$ cat src/rtl/bcednet_pkg.sv
// Shared BCEDNet constants, width helpers and raster position type.
package bcednet_pkg;

    localparam int unsigned RASTER_CNT_WIDTH = 16;

    // Signed popcount accumulator over D*FH*FW taps, widened to hold the norm reference, plus bias headroom.
    function automatic int unsigned conv_out_width(input int unsigned d, input int unsigned fh,
                                                   input int unsigned fw, input int unsigned normref_width);
        int unsigned acc_w;
        acc_w = $clog2(d * fh * fw + 1) + 1;
        return ((acc_w > normref_width) ? acc_w : normref_width) + 1;
    endfunction

    localparam int unsigned SCORE_WIDTH_DEF = conv_out_width(512, 3, 3, 13) + 13;

    function automatic int unsigned lbl_width(input int unsigned n_class);
        return (n_class < 2) ? 1 : $clog2(n_class);
    endfunction

    typedef struct packed {
        logic [RASTER_CNT_WIDTH-1:0] col;
        logic [RASTER_CNT_WIDTH-1:0] row;
    } raster_pos_t;

endpackage

$ cat src/rtl/raster_counter.sv
// Column/row raster position tracker with wrap and end-of-row / end-of-frame flags.
module raster_counter
    import bcednet_pkg::*;
#(
    parameter int unsigned IMG_W = 480,
    parameter int unsigned IMG_H = 360
) (
    input  logic clk,
    input  logic rst_n,
    input  logic clr,
    input  logic adv,
    output logic last_col_c,
    output logic last_frame_c
);

    localparam int unsigned CW = RASTER_CNT_WIDTH;

    raster_pos_t pos_q;

    assign last_col_c   = (pos_q.col == CW'(IMG_W - 1));
    assign last_frame_c = last_col_c && (pos_q.row == CW'(IMG_H - 1));

    always_ff @(posedge clk or negedge rst_n) begin
        if (!rst_n) begin
            pos_q <= '0;
        end else if (clr) begin
            pos_q <= '0;
        end else if (adv) begin
            if (last_col_c) begin
                pos_q.col <= '0;
                pos_q.row <= last_frame_c ? '0 : pos_q.row + CW'(1);
            end else begin
                pos_q.col <= pos_q.col + CW'(1);
            end
        end
    end

endmodule

$ cat src/rtl/pixel_argmax.sv
// Per-pixel argmax over N_CLASS streamed signed scores; emits one registered label per pixel.
module pixel_argmax
    import bcednet_pkg::*;
#(
    parameter int unsigned N_CLASS     = 11,
    parameter int unsigned SCORE_WIDTH = SCORE_WIDTH_DEF,
    parameter int unsigned IMG_W       = 480,
    parameter int unsigned IMG_H       = 360,
    localparam int unsigned LBL_WIDTH  = lbl_width(N_CLASS)
) (
    input  logic                   clk,
    input  logic                   rst_n,
    input  logic                   clr,
    input  logic                   s_valid,
    output logic                   s_ready,
    input  logic [SCORE_WIDTH-1:0] s_score,
    output logic                   m_valid,
    input  logic                   m_ready,
    output logic [LBL_WIDTH-1:0]   m_label,
    output logic [SCORE_WIDTH-1:0] m_score,
    output logic                   m_last_col,
    output logic                   m_last_frame
);

    logic [LBL_WIDTH-1:0]   cls;
    logic [LBL_WIDTH-1:0]   idx;
    logic [SCORE_WIDTH-1:0] best;

    logic                   final_c;
    logic                   accept_c;
    logic                   load_c;
    logic                   upd_c;
    logic [LBL_WIDTH-1:0]   win_label_c;
    logic [SCORE_WIDTH-1:0] win_score_c;
    logic                   last_col_c;
    logic                   last_frame_c;

    assign final_c  = (cls == LBL_WIDTH'(N_CLASS - 1));
    // Only the final beat waits on the output register; partial pixels keep flowing.
    assign s_ready  = !clr && !(final_c && m_valid && !m_ready);
    assign accept_c = s_valid && s_ready;
    assign load_c   = accept_c && final_c;

    // Strict greater-than keeps the lowest index on ties.
    always_comb begin
        upd_c       = 1'b0;
        win_label_c = idx;
        win_score_c = best;
        if (cls != '0 && $signed(s_score) > $signed(best)) begin
            upd_c       = 1'b1;
            win_label_c = cls;
            win_score_c = s_score;
        end
    end

    always_ff @(posedge clk or negedge rst_n) begin
        if (!rst_n) begin
            cls  <= '0;
            idx  <= '0;
            best <= '0;
        end else if (clr) begin
            cls  <= '0;
            idx  <= '0;
            best <= '0;
        end else if (accept_c) begin
            cls <= final_c ? '0 : cls + LBL_WIDTH'(1);
            if (cls == '0) begin
                best <= s_score;
                idx  <= '0;
            end else if (upd_c) begin
                best <= s_score;
                idx  <= cls;
            end
        end
    end

    // Output register: a new load wins over a same-cycle drain.
    always_ff @(posedge clk or negedge rst_n) begin
        if (!rst_n) begin
            m_valid      <= 1'b0;
            m_label      <= '0;
            m_score      <= '0;
            m_last_col   <= 1'b0;
            m_last_frame <= 1'b0;
        end else if (clr) begin
            m_valid      <= 1'b0;
            m_label      <= '0;
            m_score      <= '0;
            m_last_col   <= 1'b0;
            m_last_frame <= 1'b0;
        end else if (load_c) begin
            m_valid      <= 1'b1;
            m_label      <= win_label_c;
            m_score      <= win_score_c;
            m_last_col   <= last_col_c;
            m_last_frame <= last_frame_c;
        end else if (m_valid && m_ready) begin
            m_valid      <= 1'b0;
            m_label      <= '0;
            m_score      <= '0;
            m_last_col   <= 1'b0;
            m_last_frame <= 1'b0;
        end
    end

    raster_counter #(
        .IMG_W (IMG_W),
        .IMG_H (IMG_H)
    ) u_raster (
        .clk          (clk),
        .rst_n        (rst_n),
        .clr          (clr),
        .adv          (load_c),
        .last_col_c   (last_col_c),
        .last_frame_c (last_frame_c)
    );

endmodule
$ cat config.mk
export PLATFORM = sky130hd
export DESIGN_NAME = pixel_argmax
export DESIGN_NICKNAME = d
export VERILOG_FILES = /design/src/rtl/bcednet_pkg.sv /design/src/rtl/raster_counter.sv /design/src/rtl/pixel_argmax.sv
export SDC_FILE = /design/constraint.sdc
export NUM_CORES = 1
export LEC_CHECK = 0
export BUFFER_PORTS_ARGS = -buffer_cell sky130_fd_sc_hd__buf_2
export CAP_MARGIN = 20
export CORE_UTILIZATION = 59
export CTS_CLUSTER_SIZE = 28
export DETAILED_ROUTE_END_ITERATION = 12
export PLACE_DENSITY = 0.93
export SLEW_MARGIN = 10
export SYNTH_ARGS = -nofsm -noshare
export SYNTH_HDL_FRONTEND = slang
export SYNTH_HIERARCHICAL = 1
export SYNTH_SLANG_ARGS = --single-unit
export TNS_END_PERCENT = 20
$ cat constraint.sdc
create_clock -name clk -period 3 [get_ports clk]
set_input_delay 0.3 -clock clk [delete_from_list [all_inputs] [get_ports clk]]
set_output_delay 0.3 -clock clk [all_outputs]
set_load 0.02 [all_outputs]
==> metrics.md <==
| Metric | Value |
|---|---|
| Status | finished, final reports clean |
| Io pins | 69 |
| Drt drc | 0 |
| Gate Count Post-Synth | 581 |
| CP startpoint kind | register |
| Worst EP required | 3270 ps |
| Drt pass-1 iters | 5 |
| Final WS setup | 114 ps |
| Antenna Nets Post-Route | 0 |
| MaxCap Viol Count | 0 |
| Clock power frac | 0.366 |
| Area of the mapped netlist | 5830 µm² |
| Largest net degree at the start of global routing | 60 |
| Nets | 716 |
| Synth area leader | dfrtp_1 |
| Total power | 3050 µW |
| Worst-skew pair later-pin latency | 390 ps |
| Fmax | 346 MHz |
| P_int | 2210 µW |
| Sequential cell area fraction in the yosys report | 0.442 |
| Top-area cell type share of the netlist area | 0.442 |
| Yosys cell types | 60 |
| Pwr/cell area | 459 nW/µm² |
| Initial antenna violation count | 1 |
| Worst-margin pin slew | 654 ps |
| CTS buffer count | 9 |
| Final HPWL DP | 9.87 mm |
| Async SR Flop Fraction | 1.00 |
| Routability cong. | 0.877 |
| Flops & latches, synth | 103 |
| CTS tree | yes |
| # rows | 35 |
| Net Sw Frac | 0.274 |
| Fin. Hold Viols | 0 |
| Worst Path Max Fanout | 18 |
| WL per Instance | 18.3 µm |
| Root Buffer | clkbuf_8 |
| Max Transition Viols Final | 0 |
| Syn_area_per_cell | 10.0 µm² |
| Relative slew slack | 0.563 |
| Wire length of the first global-routing pass | 23.6 mm |
| Vias per cell | 6.25 |
| Pleak | 0.00309 µW |
| Synth top area cells | dfrtp_1 44%, ha_1 7.1%, a221o_1 5.5% |
| Initial core utilization | 0.619 |
| Mapped Nets | 647 |
| Die X | 101 µm |
| Clk slew on worst S/H paths | 120 ps |
| Place WS | 141 ps |
| Die Y | 101 µm |
| Clk buf depth | 2 |
| GRT Overall Usage | 0.298 |
| NetSw | 835 µW |
| Hold Path Class | input pin to register |
| Port Buffer Count | 68 |
| Routed WL | 14.4 mm |
| Post-synth EDFFs | 0 |
| Share of layout cells above drive strength 1 | 0.176 |
| Reg power frac | 0.484 |
| CP Class | register to register |
| CTS sink count | 103 |
| Clock Skew | 25.9 ps |
| Gate power share | 0.150 |
| Crit end category | register |
| H-tree levels | 3 |
| Area of the core | 9420 µm² |
| DRT iter0 DRCs | 287 |
| Vias in the first global route | 4931 |
| Top FF cell, synth | dfrtp_1 |
| IR drop worst, VDD | 0.353 mV |
| Syn. warnings | 6 |
| Full die area | 10300 µm² |
| Critical Path AT | 3160 ps |
| Grt total ovfl | 0 |
| Vias | 4909 |
| Period utilisation layout | 0.962 |
| P&R area growth vs syn | 14.0% |
| Final setup vio count | 0 |
| Final min period | 2890 ps |
==> stage by stage <==
step	cells	TNS [ps]	hold slack [ps]	instance area (µm²)	utilization
floorplan	581	0	4.41	5830	-
global placement	765	0	336	6330	0.672
detailed placement	765	0	348	6330	0.672
CTS	782	0	157	6600	0.701
global route	784	-59.7	157	6640	0.705
finish	786	0	165	6640	0.706
==> layer usage <==
layer	global-route usage	vias up	part of all wire	wire length, µm
li1	-	2258	-	-
met1	0.363	2440	0.42	5980
met2	0.530	186	0.51	7310
met3	0.0635	25	0.061	874
met4	0.0914	0	0.014	208
met5	0	-	0	0
==> cells by family (layout without fill, tap and decap cells) <==
kind of cell             Yosys count  in the layout  synth area share
AO/OA/AOI/OAI                    111            111             0.141
AND/OR/NAND/NOR                  222            222             0.221
flip-flops                       103            103             0.442
buffers and inverters             69            143            0.0530
multiplexers                      32             32            0.0556
other                              0              2                 0
adder cells (fa/ha/maj)           33             33            0.0708
XOR/XNOR                          11             11            0.0165
==> sequential cells by signal (all words and copies together) (netlist names) <==
| register | flops |
|---|---|
| best | 28 |
| cls | 4 |
| idx | 4 |
| m_label | 4 |
| m_last_col | 1 |
| m_last_frame | 1 |
| m_score | 28 |
| m_valid | 1 |
| u_raster/pos_q | 32 |
==> critical path, stage by stage (launching register included) <==
cell     delay (ps)
dfrtp_1         380
inv_1            60
ha_1            370
nand4_1         250
nor4_4          430
a21oi_2         150
nand3_1         140
nor2_1           80
nor3_4          310
buf_12          220
mux2_1          350
==> cell usage in the layout, fill, tap and decap left out, drive strengths merged, types with 10 or more instances in the layout <==
master / netlist / layout
dfrtp: 103 / 103
buf: 12 / 85
inv: 41 / 43
nand2b: 36 / 36
ha: 33 / 33
a221o: 32 / 32
nand2: 31 / 31
and2: 31 / 31
a21oi: 31 / 31
mux2i: 29 / 29
nor2: 25 / 25
nand4: 19 / 19
nand3: 16 / 16
o21ai: 16 / 16
or3: 11 / 11
nor3: 11 / 11
clkbuf: 16 / 10
nor4: 10 / 10
==> cells in the mapped netlist (16+ instances only) <==
cell type  instances
a21oi_1           31
ha_1              33
nor2_1            25
clkbuf_1          16
dfrtp_1          103
mux2i_1           29
nand2_1           31
and2_1            31
nand2b_1          36
a221o_1           32
nand4_1           18
inv_1             41
==> what timing repair did <==
item / in CTS / in global routing
gates resized for setup: 0 / 3
hold buffers: 1 / 0
endpoints found under the setup margin: 0 / 4
setup buffers: 0 / 2
endpoints found under the hold margin: 44 / 0
==> final timing paths <==
check / slack [ps] / end / startpoint / depth (start not counted)
worst max-delay path: 110 / best[0] / best[27] / 10
worst min-delay path: 170 / m_score[3] / s_score[3] / 2
worst max register to register: 110 / best[0] / best[27] / 10
worst min register to register: 510 / m_score[13] / best[13] / 1
max in group asynchronous: 1810 / best[19] / rst_n / 3
min in group asynchronous: 470 / u_raster/pos_q[4] / rst_n / 2
==> cell type report <==
class / count / area (µm²)
Clock buffer: 10 / 138
Multi-Input combinational cell: 409 / 2980
Timing Repair Buffer: 86 / 505
Fill cell: 630 / 2770
Tap cell: 129 / 161
Clock inverter: 6 / 124
Inverter: 41 / 154
Antenna cell: 2 / 5.00
Sequential cell: 103 / 2580
==> power groups by stage <==
stage / Combinational, µW / Sequential [µW] / Clock [µW]
after floorplan: 279 / 1490 / 0
after global placement: 407 / 1490 / 0
after detailed placement: 438 / 1500 / 0
after CTS: 445 / 1470 / 1130
after global routing: 508 / 1480 / 1180
final: 458 / 1480 / 1120
Power figures use the tool's default switching activity.
